## config.mk

```make
export PLATFORM = sky130hd
export DESIGN_NAME = seg7_scan_decoder
export DESIGN_NICKNAME = d
export VERILOG_FILES = /design/src/rtl/seg7_pkg.sv /design/src/rtl/seg7_pattern_decode.sv /design/src/rtl/seg7_scan_decoder.sv
export SDC_FILE = /design/constraint.sdc
export NUM_CORES = 1
export LEC_CHECK = 0
export BUFFER_PORTS_ARGS = -buffer_cell sky130_fd_sc_hd__buf_2
export CORE_MARGIN = 1
export CORE_UTILIZATION = 45
export CTS_CLUSTER_SIZE = 40
export DETAILED_ROUTE_END_ITERATION = 8
export MAX_ROUTING_LAYER = met4
export SYNTH_ARGS = -nofsm -noshare
export SYNTH_HDL_FRONTEND = slang
export SYNTH_HIERARCHICAL = 1
export SYNTH_SLANG_ARGS = --single-unit
```

## constraint.sdc

```tcl
create_clock -name clk -period 2.9 [get_ports clk]
set_input_delay 0 -clock clk [delete_from_list [all_inputs] [get_ports clk]]
set_output_delay 0 -clock clk [all_outputs]
set_load 0.005 [all_outputs]
```

## src/rtl/seg7_pkg.sv

```systemverilog
// Shared constants and types for the 7-segment scan decoder.
// Patterns are written {g,f,e,d,c,b,a}, active-high.
package seg7_pkg;

  localparam logic [6:0] SEG_0 = 7'h3F;
  localparam logic [6:0] SEG_1 = 7'h06;
  localparam logic [6:0] SEG_2 = 7'h5B;
  localparam logic [6:0] SEG_3 = 7'h4F;
  localparam logic [6:0] SEG_4 = 7'h66;
  localparam logic [6:0] SEG_5 = 7'h6D;
  localparam logic [6:0] SEG_6 = 7'h7D;
  localparam logic [6:0] SEG_7 = 7'h07;
  localparam logic [6:0] SEG_8 = 7'h7F;
  localparam logic [6:0] SEG_9 = 7'h6F;

  localparam logic [3:0] BCD_INVALID = 4'hF;

  typedef enum logic [1:0] {
    IDLE,
    SETTLE,
    HOLD
  } state_t;

endpackage

```

## src/rtl/seg7_pattern_decode.sv

```systemverilog
// Combinational 7-segment pattern to BCD decode.
// Unknown patterns give BCD_INVALID with valid_o low.
module seg7_pattern_decode
  import seg7_pkg::*;
(
  input  logic [6:0] pat_i,
  output logic [3:0] bcd_o,
  output logic       valid_o
);

  always_comb begin
    bcd_o   = BCD_INVALID;
    valid_o = 1'b1;
    unique case (pat_i)
      SEG_0:   bcd_o = 4'd0;
      SEG_1:   bcd_o = 4'd1;
      SEG_2:   bcd_o = 4'd2;
      SEG_3:   bcd_o = 4'd3;
      SEG_4:   bcd_o = 4'd4;
      SEG_5:   bcd_o = 4'd5;
      SEG_6:   bcd_o = 4'd6;
      SEG_7:   bcd_o = 4'd7;
      SEG_8:   bcd_o = 4'd8;
      SEG_9:   bcd_o = 4'd9;
      default: valid_o = 1'b0;
    endcase
  end

endmodule

```

## src/rtl/seg7_scan_decoder.sv

```systemverilog
// Receives a scanned 7-segment bus, settles each digit window
// and assembles complete BCD frames with a one-cycle strobe.
module seg7_scan_decoder
  import seg7_pkg::*;
#(
  parameter int NUM_DIGITS    = 4,
  parameter int STABLE_CYCLES = 2
) (
  input  logic                    clk,
  input  logic                    rst_n,
  input  logic                    a,
  input  logic                    b,
  input  logic                    c,
  input  logic                    d,
  input  logic                    e,
  input  logic                    f,
  input  logic                    g,
  input  logic [NUM_DIGITS-1:0]   dig_sel,
  output logic [4*NUM_DIGITS-1:0] bcd_out,
  output logic [NUM_DIGITS-1:0]   digit_err,
  output logic                    frame_valid,
  output logic                    frame_err
);

  localparam int SW = NUM_DIGITS + 7;
  localparam logic [3:0] STABLE_C = 4'(STABLE_CYCLES);

  logic [6:0]              seg;
  logic [SW-1:0]           sample;
  logic [3:0]              dec_bcd;
  logic                    dec_ok;
  logic                    onehot;
  logic                    same;
  logic                    enter;
  logic                    cap;
  logic                    prev_all;

  state_t                  state_q, state_d;
  logic [SW-1:0]           prev_q;
  logic [3:0]              count_q, count_d;
  logic [NUM_DIGITS-1:0]   mask_q, mask_d;
  logic [4*NUM_DIGITS-1:0] shadow_q, shadow_d;
  logic [NUM_DIGITS-1:0]   serr_q, serr_d;
  logic                    go_q, go_d;
  logic [4*NUM_DIGITS-1:0] bcd_q, bcd_d;
  logic [NUM_DIGITS-1:0]   derr_q, derr_d;
  logic                    fv_q, fv_d;
  logic                    ferr_q, ferr_d;

  assign seg    = {g, f, e, d, c, b, a};
  assign sample = {dig_sel, seg};

  seg7_pattern_decode u_dec (
    .pat_i   (seg),
    .bcd_o   (dec_bcd),
    .valid_o (dec_ok)
  );

  always_comb begin
    onehot  = $onehot(dig_sel);
    same    = (sample == prev_q);
    state_d = state_q;
    count_d = count_q;
    enter   = 1'b0;
    cap     = 1'b0;
    unique case (state_q)
      IDLE:   enter = 1'b1;
      SETTLE: begin
        if (!onehot) begin
          state_d = IDLE;
        end else if (same) begin
          count_d = count_q + 4'd1;
          if (count_d == STABLE_C) begin
            cap     = 1'b1;
            state_d = HOLD;
          end
        end else begin
          enter = 1'b1;
        end
      end
      HOLD:    enter = !same;
      default: state_d = IDLE;
    endcase
    // Fresh one-hot window: a single-cycle stability need captures at once.
    if (enter) begin
      if (!onehot) begin
        state_d = IDLE;
      end else if (STABLE_C == 4'd1) begin
        cap     = 1'b1;
        count_d = 4'd1;
        state_d = HOLD;
      end else begin
        count_d = 4'd1;
        state_d = SETTLE;
      end
    end
  end

  always_comb begin
    shadow_d = shadow_q;
    serr_d   = serr_q;
    mask_d   = mask_q;
    go_d     = 1'b0;
    prev_all = 1'b1;
    for (int i = 0; i < NUM_DIGITS - 1; i++) begin
      prev_all = prev_all & mask_q[i];
    end
    if (cap) begin
      for (int i = 0; i < NUM_DIGITS; i++) begin
        if (dig_sel[i]) begin
          shadow_d[4*i +: 4] = dec_bcd;
          serr_d[i]          = !dec_ok;
          mask_d[i]          = 1'b1;
        end
      end
      if (dig_sel[NUM_DIGITS-1]) begin
        go_d   = prev_all;
        mask_d = '0;
      end
    end
  end

  always_comb begin
    bcd_d  = bcd_q;
    derr_d = derr_q;
    ferr_d = ferr_q;
    fv_d   = 1'b0;
    if (go_q) begin
      bcd_d  = shadow_q;
      derr_d = serr_q;
      ferr_d = |serr_q;
      fv_d   = 1'b1;
    end
  end

  always_ff @(posedge clk or negedge rst_n) begin
    if (!rst_n) begin
      state_q  <= IDLE;
      prev_q   <= '0;
      count_q  <= '0;
      mask_q   <= '0;
      shadow_q <= '0;
      serr_q   <= '0;
      go_q     <= 1'b0;
      bcd_q    <= '0;
      derr_q   <= '0;
      fv_q     <= 1'b0;
      ferr_q   <= 1'b0;
    end else begin
      state_q  <= state_d;
      prev_q   <= sample;
      count_q  <= count_d;
      mask_q   <= mask_d;
      shadow_q <= shadow_d;
      serr_q   <= serr_d;
      go_q     <= go_d;
      bcd_q    <= bcd_d;
      derr_q   <= derr_d;
      fv_q     <= fv_d;
      ferr_q   <= ferr_d;
    end
  end

  assign bcd_out     = bcd_q;
  assign digit_err   = derr_q;
  assign frame_valid = fv_q;
  assign frame_err   = ferr_q;

endmodule

```

# ---- Word level (Yosys, flattened, before mapping)
# Index checks and enable logic that the tools add are counted.
dict set report totals {
  in_bits 13
  output_inout_bits 22
  reg_bits 63
}
dict set report op_classes {
  n_addsub 4
  n_eq_ne 18
  mux 27
  n_reduce_logical 17
  bitwise 2
}
# cell n
set ops {}
lappend ops {{7-bit == test, second input constant} 7}
lappend ops {{4-bit one-hot mux with 10 select lines} 1}
lappend ops {{4-bit 2-to-1 mux} 5}
lappend ops {{7-bit by 3-bit == test with 1-bit output, second input constant} 2}
lappend ops {{1-bit 2-to-1 mux} 14}
lappend ops {{2-bit AND reduction} 7}
lappend ops {{11-bit == test} 1}
lappend ops {{10-bit OR reduction} 1}
lappend ops {{2-bit 2-to-1 mux} 4}
lappend ops {{4-bit != test, second input constant} 2}
lappend ops {{7-bit by 6-bit == test with 1-bit output, second input constant} 1}
lappend ops {{2-bit nonzero test} 3}
lappend ops {{1-bit by 1-bit adder with 2-bit output} 2}
lappend ops {{4-bit by 1-bit adder with 4-bit output, second input constant} 1}
lappend ops {{4-bit by 2-bit == test with 1-bit output, second input constant} 1}
lappend ops {{2-bit one-hot mux with 2 select lines} 1}
lappend ops {{4-bit OR reduction} 1}
lappend ops {{2-bit by 2-bit adder with 3-bit output} 1}
lappend ops {{3-bit by 1-bit == test with 1-bit output, second input constant} 1}
lappend ops {{3-bit 2-to-1 mux} 1}
lappend ops {{1-bit one-hot mux with 3 select lines} 1}
lappend ops {{3-bit AND reduction} 1}
lappend ops {{1-bit bitwise AND} 2}
lappend ops {{2-bit by 1-bit == test with 1-bit output, second input constant} 1}
lappend ops {{other kinds (5)} 6}

# ---- Logic depth before layout (Yosys ltp)
# Gate-level depths: netlist of the first run.
dict set report logic_depth {
  depth_word 7
  ltp_mapped 10
  ltp_nobuf 9
}

# ---- Modules after synthesis
# Netlist of the first run, hierarchy kept.
# module seq_area_each_um2 area_each_um2 n_inst cells_per_inst
set modules_own_cells {}
lappend modules_own_cells {seg7_scan_decoder 1576.5 2675.1 1 185}
lappend modules_own_cells {seg7_pattern_decode 0.0 187.7 1 28}

# ---- Worst setup path before layout of the first run
# Ideal clock, no wire load.
dict set report synth_path {
  path_type {input -> register}
  startpoint {input port dig_sel[0]}
  endpoint {register shadow_q[0]}
  n_path_buf 1
  slack_ps 413
  cell_stages 10
  t_arrival_ps 2361
  required_ps 2775
  cell_sequence {inv_1 fa_1 inv_1 ha_1 ha_1 nor3b_1 o2111a_2 and3_1 buf_6 mux2_4}
}
dict set report synth_via {
  elab_chain_cells 6
}
# item line
set synth_rtl {}
lappend synth_rtl {{start, declared} seg7_scan_decoder.sv:18} ;# input logic [NUM_DIGITS-1:0] dig_sel,
lappend synth_rtl {{1-bit by 1-bit adder with 2-bit output (not written as such)} seg7_scan_decoder.sv:60} ;# onehot = $onehot(dig_sel);
lappend synth_rtl {{2-bit by 2-bit adder with 3-bit output (not written as such)} seg7_scan_decoder.sv:60}
lappend synth_rtl {{3-bit by 1-bit == test with 1-bit output} seg7_scan_decoder.sv:60}
lappend synth_rtl {{1-bit 2-to-1 mux} seg7_scan_decoder.sv:69} ;# if (!onehot) begin
lappend synth_rtl {{1-bit 2-to-1 mux} seg7_scan_decoder.sv:66} ;# unique case (state_q)
lappend synth_rtl {{2-bit AND reduction (no source line) *} -}
lappend synth_rtl {{end signal, assigned} seg7_scan_decoder.sv:154} ;# shadow_q <= shadow_d;
lappend synth_rtl {{end, declared} seg7_scan_decoder.sv:42} ;# logic [4*NUM_DIGITS-1:0] shadow_q, shadow_d;
# Every way passes the cells marked *; elsewhere a longest branch is shown, timed or not.
# A chain may end at the register's enable or synchronous reset.

# ---- Final worst setup path of the first run
dict set report layout_path {
  startpoint {input port dig_sel[0]}
  endpoint {register shadow_q[7]}
}
dict set report layout_via {
  elab_chain_cells 6
}
# item line
set layout_rtl {}
lappend layout_rtl {{1-bit by 1-bit adder with 2-bit output (not written as such)} seg7_scan_decoder.sv:60}
lappend layout_rtl {{2-bit by 2-bit adder with 3-bit output (not written as such)} seg7_scan_decoder.sv:60}
lappend layout_rtl {{3-bit by 1-bit == test with 1-bit output} seg7_scan_decoder.sv:60}
lappend layout_rtl {{1-bit 2-to-1 mux *} seg7_scan_decoder.sv:69}
lappend layout_rtl {{1-bit 2-to-1 mux *} seg7_scan_decoder.sv:66}
lappend layout_rtl {{2-bit AND reduction (no source line) *} -}
# Marked as above.

==> results of run 1 <==
registers in the layout, indices dropped and copies added (netlist names), named ones only:
signal	cells
frame_valid	1
shadow_q	16
go_q	1
digit_err	4
serr_q	4
bcd_out	16
prev_q	11
mask_q	3
frame_err	1
state_q	2
what timing repair did:
item,4_1_cts,5_1_grt
endpoints found under the hold margin,36,0
hold buffers,12,0
gates resized for setup,0,3
setup endpoints to repair,0,13
cell usage in the layout, fill, tap and decap left out, drive strengths merged, types with 4 or more instances in the layout:
cell,netlist,routed
dfrtp,63,63
buf,6,37
mux2,36,36
inv,12,13
dlygate4sd3,0,12
xnor2,12,12
clkbuf,0,10
nand2,9,9
o21ai,8,8
nand3,7,7
nor2,5,5
o21a,5,5
nand4,5,5
mux2i,4,4
ha,4,4
power breakdown:
| part | switching [mW] | leakage (nW) | internal (mW) | total, mW |
|---|---|---|---|---|
| Combinational | 0.0748 | 0.763 | 0.0523 | 0.127 |
| Clock | 0.349 | 0.109 | 0.511 | 0.861 |
| Sequential | 0.00922 | 0.828 | 0.889 | 0.898 |
cells by family (layout without fill, tap and decap cells):
kind of cell | after synthesis | after routing | synth area share, %
flip-flops | 63 | 63 | 55.1
AND/OR/NAND/NOR | 44 | 44 | 9.48
multiplexers | 40 | 40 | 17.7
AO/OA/AOI/OAI | 31 | 31 | 8.13
buffers and inverters | 18 | 77 | 3.28
XOR/XNOR | 12 | 12 | 3.93
adder cells (fa/ha/maj) | 5 | 5 | 2.45
per-layer routing:
metal / wire length, um / vias up
met5: 0 / -
met4: 110 / 0
met2: 2240 / 38
li1: - / 885
met3: 181 / 10
met1: 2640 / 882
worst register-to-register path, delay by kind of cell (launching register included):
family                   cells  cell delay (ps)
AND/OR/NAND/NOR              3              620
flip-flops                   1              490
AO/OA/AOI/OAI                1              330
multiplexers                 1              320
adder cells (fa/ha/maj)      1              260
final timing paths:
check	from	to	slack, ps	depth (start not counted)
max	dig_sel[0]	shadow_q[7]$_DFFE_PN0P_	190	11
min	rst_n	async pin	190	2
max reg2reg	register	shadow_q[7]$_DFFE_PN0P_	760	6
min reg2reg	bcd_out[11]$_DFFE_PN0P_	bcd_out[11]$_DFFE_PN0P_	500	1
max in group asynchronous	rst_n	shadow_q[7]$_DFFE_PN0P_	1800	3
min in group clk	dig_sel[0]	prev_q[7]$_DFF_PN0_	350	2
final cells by class:
| class | instances | share of cell area, % |
|---|---|---|
| flip-flops and latches | 63 | 45.6 |
| multi-input cells | 132 | 34.6 |
| repair buffers | 49 | 9.05 |
| clock buffers | 10 | 3.98 |
| well taps | 75 | 2.72 |
| clock inverters | 6 | 2.68 |
| inverters | 12 | 1.30 |
stage by stage:
step	utilization [%]	area, um2	hold WS, ps	setup WS (ps)	power [mW]
after floorplan	-	2860	-296	413	0.974
after global placement	51.5	3100	43.0	285	1.03
after detailed placement	51.5	3100	38.2	229	1.03
after CTS	57.3	3450	208	72.5	1.91
after global routing	57.3	3450	260	35.1	1.96
final	57.3	3450	190	192	1.89
==> key figures, run 1 <==
STA
  – Max-slew headroom: 43.4%
  – Endpoints failing setup: 0
  – Min Tclk post-route: 2710 ps
  – Period utilization: 93.4%
  – Setup TNS: 0 ps
  – RSZ-0062 raised after global routing: no
  – Final Hold Fails: 0
  – Measured slew at the worst slew-check pin: 848 ps
  – Worst-case clock skew: 7.19 ps
  – Pins Over Slew Limit: 0
  – Fmax: 369 MHz

Logic synthesis
  – Register area share after synthesis: 55.1%
  – Synth top area cells: dfrtp_1 (55%), mux2_4 (8.4%), mux2_2 (7.9%)
  – Seq cells post-synth: 63
  – Synth cell types: 43
  – Post-synth top cells: dfrtp_1 (63), mux2_2 (20), mux2_4 (16), inv_1 (12), xnor2_1 (11)
  – EDFF count, synth: 0
  – Netlist Area Pre-Place: 2860 um2
  – Syn. warnings: 6
  – Ys flop type: dfrtp_1
  – Synth Instances: 213
  – Most frequent cell after synthesis: dfrtp_1
  – Syn Area/Cell: 13.4 um2
  – Syn nets: 231
  – Cell taking the most area after synthesis: dfrtp_1
  – FFs w/ async S/R, synth: 100%
  – Share of the synthesized area in the top cell type: 55.1%

Global route
  – GR Util met1: 26.0%
  – First-pass GRT wire length: 8560 um
  – Global-route usage over all layers: 18.4%
  – Antenna violations before repair: 0
  – GR Util met3: 3.67%
  – Total global routing overflow: 0
  – M2 GR Usage: 25.0%
  – Grt peak-use layer: met1
  – Largest net degree at the start of global routing: 39
  – Vias in the first global route: 1722

Routing
  – First-pass DRT Iterations: 4
  – Vias: 1815
  – # DRC: 0
  – Drt wl/cell: 14.9 um
  – Routed Wire Length: 5160 um
  – Vias per cell: 5.23
  – Antenna-violating nets left: 0
  – First DRT Iteration DRCs: 64

Clocking
  – Skew-Pair Late Insertion Delay: 340 ps
  – Max clock buf depth: 2
  – Worst-path clk slew: 70 ps
  – H-tree Lvls: 3
  – Cts bufs inserted: 9
  – CTS root buf: clkbuf_8
  – Clk sinks: 63
  – CTS tree: done
  – # Post-CTS Setup Buffers: 0

Die
  – Core Rows: 28
  – Area of the die: 6680 um2
  – Die Ht: 81.8 um
  – Die width: 81.8 um
  – Starting density of the core: 47.5%
  – IO Count: 35
  – Core Footprint: 6030 um2

Setup path
  – CP Data Required Time: 3120 ps
  – Buffers & Inverters on Critical Path: 4
  – Family with the most delay on the worst path: adder cells
  – Startpoint types: input port
  – Crit Path Max Fanout: 6
  – Crit-path cells: dlygate4sd3_1, buf_2, inv_1, fa_1, inv_1, ha_1, ha_1, nor3b_1, o2111a_2, and3_2, mux2_4
  – Slowest stage cell, crit path: dlygate4sd3_1
  – Setup crit end kind: register
  – Worst path arrival time: 2930 ps
  – CP max stage delay: 520 ps
  – Critical setup path kind: in -> reg

Placed design
  – Placed cells: 319
  – Input/output buffers: 34
  – Detailed placer's ending HPWL: 3480 um
  – GP Congestion: 0.830

Hold path
  – Hold Crit Class: in -> async

Layout
  – FF+latch area: 1580 um2
  – Share of cells above drive strength 1: 36.4%
  – # fillers: 504
  – Multi-input logic area: 1200 um2
  – Final instance count without filler cells: 347
  – ANT cells: 0
  – Area growth, synth to finish: 20.7%
  – Nets: 285

Power
  – Lkg Pwr: 1.70 nW
  – Power Density: 546 nW/um2
  – VDD IR-drop max: 0.364 mV

Status
  – Outcome: completed

Flow run
  – Max-cap violations: 0
Power figures use the tool's default switching activity.
==> inputs of run 2 (changes only) <==
--- a/config.mk
+++ b/config.mk
@@ -5,6 +5,7 @@
 export SDC_FILE = /design/constraint.sdc
 export NUM_CORES = 1
 export LEC_CHECK = 0
+export ABC_AREA = 1
 export BUFFER_PORTS_ARGS = -buffer_cell sky130_fd_sc_hd__buf_2
 export CORE_MARGIN = 1
 export CORE_UTILIZATION = 45
==> run 2 against run 1 <==
Compared with the run above: worst hold slack better by 65 ps; register-to-register slack better by 350 ps; non-clock buffer count down 1; clock power down 15%; global-route usage about the same; via count up 21%; core utilization down 2.2 points; sequential power up 2%; sequential share of layout area down 0.84 points; synthesized cell count up 62%; combinational power up 47%.
==> key figures, run 2 <==
Routing
  – Vias per cell: 4.62
  – Drt wl/cell: 11.5 um
  – First DRT Iteration DRCs: 109
  – Routed Wire Length: 5490 um
  – First-pass DRT Iterations: 4
  – Vias: 2205
  – Antenna-violating nets left: 0
  – # DRC: 0

STA
  – Worst-case clock skew: 5.41 ps
  – Max-slew headroom: 50.4%
  – Pins Over Slew Limit: 0
  – Worst setup margin: 160 ps
  – Endpoints failing setup: 0
  – Min Tclk post-route: 2740 ps
  – RSZ-0062 raised after global routing: no
  – Measured slew at the worst slew-check pin: 745 ps
  – Fmax: 365 MHz
  – Final Hold Fails: 0
  – Setup TNS: 0 ps
  – Period utilization: 94.5%

Clocking
  – Max clock buf depth: 2
  – # Post-CTS Setup Buffers: 0
  – Clk sinks: 63
  – Skew-Pair Late Insertion Delay: 340 ps
  – H-tree Lvls: 3
  – CTS root buf: clkbuf_8
  – Worst-path clk slew: 70 ps
  – CTS tree: done
  – Cts bufs inserted: 9

Setup path
  – CP Data Required Time: 3130 ps
  – CP max stage delay: 530 ps
  – Setup crit end kind: register
  – Critical Path Start: dig_sel[0]
  – Crit Path Max Fanout: 11
  – Crit-path cells: dlygate4sd3_1, buf_2, inv_1, fa_1, inv_1, ha_1, ha_1, nor3_4, inv_2, nor2_4, nand4_4, nor2_4, nand2_2, nand2_1, o21ai_2
  – Startpoint types: input port
  – Critical setup path kind: in -> reg
  – Worst path arrival time: 2970 ps
  – Slowest stage cell, crit path: fa_1

Logic synthesis
  – Syn. warnings: 6
  – Seq cells post-synth: 63
  – Netlist Area Pre-Place: 2980 um2
  – Cell taking the most area after synthesis: dfrtp_1
  – EDFF count, synth: 0
  – Synth cell types: 28
  – Ys flop type: dfrtp_1
  – Synth top area cells: dfrtp_1 (53%), nand2_1 (16%), inv_1 (4.2%)
  – Most frequent cell after synthesis: nand2_1
  – FFs w/ async S/R, synth: 100%
  – Syn Area/Cell: 8.66 um2
  – Register area share after synthesis: 52.9%
  – Post-synth top cells: nand2_1 (127), dfrtp_1 (63), inv_1 (33), nand2_2 (19), nor2_1 (19)
  – Syn nets: 362
  – Synth Instances: 344
  – Share of the synthesized area in the top cell type: 52.9%

Power
  – Net Sw Frac: 26.0%
  – VDD IR-drop max: 0.359 mV
  – Lkg Pwr: 2.00 nW
  – P_sw: 0.476 mW
  – Share of power burned in registers: 49.9%
  – Power Density: 521 nW/um2
  – Clock power frac: 39.8%
  – P_int: 1.36 mW
  – Comb power frac: 10.2%

Layout
  – # fillers: 612
  – ANT cells: 0
  – Commonest cells after routing, fill and taps aside: nand2_1 (127), dfrtp_1 (63), buf_2 (34)
  – Area growth, synth to finish: 18.1%
  – Multi-input logic area: 1210 um2
  – Share of cells above drive strength 1: 24.5%
  – Nets: 413
  – FF+latch area: 1580 um2
  – Most common library cell in the layout ignoring fill and taps: nand2_1

Global route
  – M2 GR Usage: 28.1%
  – Vias in the first global route: 2141
  – Total global routing overflow: 0
  – GR Util met1: 23.1%
  – Antenna violations before repair: 0
  – Global-route usage over all layers: 18.5%
  – GR Util met3: 6.16%
  – First-pass GRT wire length: 9770 um
  – Grt peak-use layer: met2
  – Largest net degree at the start of global routing: 36

Die
  – Core Rows: 29
  – Core Footprint: 6390 um2
  – Die Ht: 83.4 um
  – Die width: 83.4 um
  – IO Count: 35
  – Area of the die: 6950 um2
  – Starting density of the core: 46.6%

Flow run
  – Max-cap violations: 0

Placed design
  – GP Congestion: 0.906
  – Input/output buffers: 34
  – Detailed placer's ending HPWL: 3820 um
  – Place WS: 292 ps

Status
  – Outcome: completed

Hold path
  – Hold Crit Class: in -> async
-- run 2: changes by cell type after synthesis, moves of 14 or more --
cell and change:
nor2_1 +14, mux2_2 -20, inv_1 +21, nand2_1 +118
nand2_2 +19, mux2_4 -16
-- run 2: final cells by class --
type / instances / share of cell area (%)
Multi-Input combinational cell: 236 / 34.5
Sequential cell: 63 / 44.8
Inverter: 37 / 3.95
Clock inverter: 6 / 1.74
Timing Repair Buffer: 48 / 8.67
Clock buffer: 10 / 3.63
Tap cell: 77 / 2.74
-- run 2: worst max-delay path: cells and delay by family --
family | cells | cell delay (ps)
buffers and inverters | 5 | 890
adder cells (fa/ha/maj) | 3 | 1010
AND/OR/NAND/NOR | 6 | 1020
AO/OA/AOI/OAI | 1 | 50
-- run 2: kinds of logic after synthesis --
kind of cell,Yosys count,share of synthesized area (%)
AOI/OAI and AO/OA,28,5.88
xor gates and xnor gates,7,2.06
DFF,63,52.9
buffers and inverters,45,6.68
adders and majority gates,5,2.35
and+or+nand+nor,196,30.1
-- run 2: power groups by stage --
| stage | logic (mW) | clock network [mW] | registers [mW] |
|---|---|---|---|
| floorplan | 0.116 | 0 | 0.927 |
| global route | 0.215 | 0.801 | 0.918 |
| global placement | 0.172 | 0 | 0.933 |
| detailed placement | 0.176 | 0 | 0.931 |
| finish | 0.187 | 0.730 | 0.915 |
| CTS | 0.188 | 0.762 | 0.915 |
-- run 2: final timing paths --
kind,cells past startpoint,end,slack (ps)
max,15,shadow_q[1]$_DFFE_PN0P_,160
min,2,bcd_out[13]$_DFFE_PN0P_,250
max reg2reg,8,shadow_q[1]$_DFFE_PN0P_,1110
min reg2reg,2,bcd_out[9]$_DFFE_PN0P_,460
max in group asynchronous,3,prev_q[10]$_DFF_PN0_,1790
min in group clk,2,prev_q[7]$_DFF_PN0_,360
-- run 2: metal layers --
metal	share of wire (%)	routed length, um
met5	0	0
met4	1.1	63
met3	4.4	244
met2	45	2460
met1	49	2720
-- run 2: what timing repair did --
item,CTS,global route
hold buffers,12,0
hold endpoints to repair,45,0
resized for setup,0,2
endpoints found under the setup margin,0,3
-- run 2: through the flow --
step                util [%]  cell area (um2)  cells  power (mW)  hold WS [ps]
finish                  55.1             3520    477        1.83           255
global route            55.1             3520    477        1.93           334
CTS                     55.0             3510    477        1.87           274
detailed placement      50.1             3200    449        1.11           115
global placement        50.1             3200    449        1.11           118
floorplan                  -             2980    344        1.04          -296
==> inputs of run 3 (changes only) <==
==> constraint.sdc (replaced) <==
create_clock -name clk -period 2.9 [get_ports clk]
set_input_delay 0.29 -clock clk [delete_from_list [all_inputs] [get_ports clk]]
set_output_delay 0.29 -clock clk [all_outputs]
set_load 0.005 [all_outputs]
==> run 3 against run 2 <==
Compared with the run above: global-route usage is 0.27 points lower; first-iteration DRC count increased by 21%; combinational power down 4%; clock power grew 10%; total power increased by 3.7%; count of clock-buffer cells in the layout up 2; register-to-register slack worse by 80 ps; largest power group unchanged.
==> key figures, run 3 (synthesized netlist as in run 2, its figures left out) <==
STA
  – Max-slew headroom: 40.1%
  – Pins Over Slew Limit: 0
  – Final Hold Fails: 0
  – Fmax: 394 MHz
  – Period utilization: 87.4%
  – Worst hold margin: 84.1 ps
  – Min Tclk post-route: 2540 ps
  – RSZ-0062 raised after global routing: no
  – Endpoints failing setup: 0
  – Measured slew at the worst slew-check pin: 898 ps
  – Setup TNS: 0 ps
  – Worst-case clock skew: 6.21 ps

Routing
  – First DRT Iteration DRCs: 132
  – # DRC: 0
  – Drt wl/cell: 11.5 um
  – Antenna-violating nets left: 0
  – Vias: 2162
  – First-pass DRT Iterations: 4
  – Routed Wire Length: 5370 um
  – Vias per cell: 4.62

Setup path
  – Crit-path cells: buf_2, inv_1, fa_1, inv_1, ha_1, ha_1, nor3_4, inv_2, nor2_4, nand4_4, nor2_4, nand2_2, inv_1, a21oi_1
  – Startpoint types: input port
  – Family with the most delay on the worst path: adder cells
  – Setup crit end kind: register
  – Worst path arrival time: 2740 ps
  – CP Data Required Time: 3100 ps
  – Buffers & Inverters on Critical Path: 5
  – Reg-to-reg slack, setup: 1030 ps
  – Slowest stage cell, crit path: fa_1
  – CP dominant cell by count: inv_1
  – Critical setup path kind: in -> reg
  – CP max stage delay: 550 ps
  – Crit Path Max Fanout: 12

Clocking
  – Worst-path clk slew: 70 ps
  – CTS tree: done
  – Cts hold-fix bufs: 0
  – H-tree Lvls: 3
  – CTS root buf: clkbuf_8
  – # Post-CTS Setup Buffers: 0
  – Skew-Pair Late Insertion Delay: 330 ps
  – Clk sinks: 63
  – Max clock buf depth: 2
  – Cts bufs inserted: 9
  – Post_cts resized: 0

Status
  – Outcome: completed

Placed design
  – GP Congestion: 0.877
  – Input/output buffers: 34
  – Dpl cell area: 3220 um2
  – Detailed placer's ending HPWL: 3910 um

Die
  – Die width: 83.4 um
  – Die Ht: 83.4 um
  – Core Footprint: 6390 um2
  – Core Rows: 29
  – Area of the die: 6950 um2
  – IO Count: 35
  – Starting density of the core: 46.6%

Layout
  – Final instance area: 3430 um2
  – ANT cells: 0
  – Finished Core Util: 53.7%
  – Share of cells above drive strength 1: 25.3%
  – Nets: 404
  – Area growth, synth to finish: 15.1%
  – Most common library cell in the layout ignoring fill and taps: nand2_1
  – Commonest cells after routing, fill and taps aside: nand2_1 (127), dfrtp_1 (63), buf_2 (34)

Global route
  – Global-route usage over all layers: 18.2%
  – First-pass GRT wire length: 9740 um
  – Largest net degree at the start of global routing: 41
  – Antenna violations before repair: 0
  – Vias in the first global route: 2131
  – Total global routing overflow: 0

Hold path
  – Hold Crit Class: in -> async

Power
  – Power Density: 554 nW/um2
  – Lkg Pwr: 1.95 nW
  – VDD IR-drop max: 0.320 mV
  – Total power: 1.90 mW

Flow run
  – Max-cap violations: 0
-- run 3: metal layers --
layer  vias to the layer above  global-route usage [%]  routed length [um]
li1                       1139                       -                   -
met1                       974                    23.7                2760
met2                        44                    27.0                2350
met3                         5                    4.57                 212
met4                         0                    7.99                  59
met5                         -                       -                   0
-- run 3: power breakdown --
group          internal (mW)  switching, mW  total [mW]
sequential             0.896         0.0207       0.917
clock                  0.482          0.320       0.803
combinational         0.0621          0.118       0.180
total                   1.44          0.459        1.90
-- run 3: cell type report --
cell class,instances,area (um2)
fill,619,2960
sequential,63,1580
multi-input combinational,236,1200
timing repair buffer,39,208
inverter,37,139
clock buffer,12,135
tap,77,96.3
clock inverter,4,70.1
-- run 3: metrics by stage --
step	setup slack, ps	instances
final	364	468
after global routing	200	468
after CTS	356	468
after detailed placement	8.85	452
after global placement	99.1	452
after floorplan	386	344
-- run 3: path summary, 6_finish.rpt --
check                                             from                       to  cells past startpoint
worst max-delay path                        dig_sel[0]    mask_q[1]$_DFFE_PN0P_                     14
worst min-delay path                             rst_n  bcd_out[13]$_DFFE_PN0P_                      1
worst max register to register                register    mask_q[1]$_DFFE_PN0P_                      8
worst min register to register  bcd_out[7]$_DFFE_PN0P_   bcd_out[7]$_DFFE_PN0P_                      2
max in group asynchronous                        rst_n      prev_q[9]$_DFF_PN0_                      2
min in group clk                            dig_sel[1]      prev_q[8]$_DFF_PN0_                      1
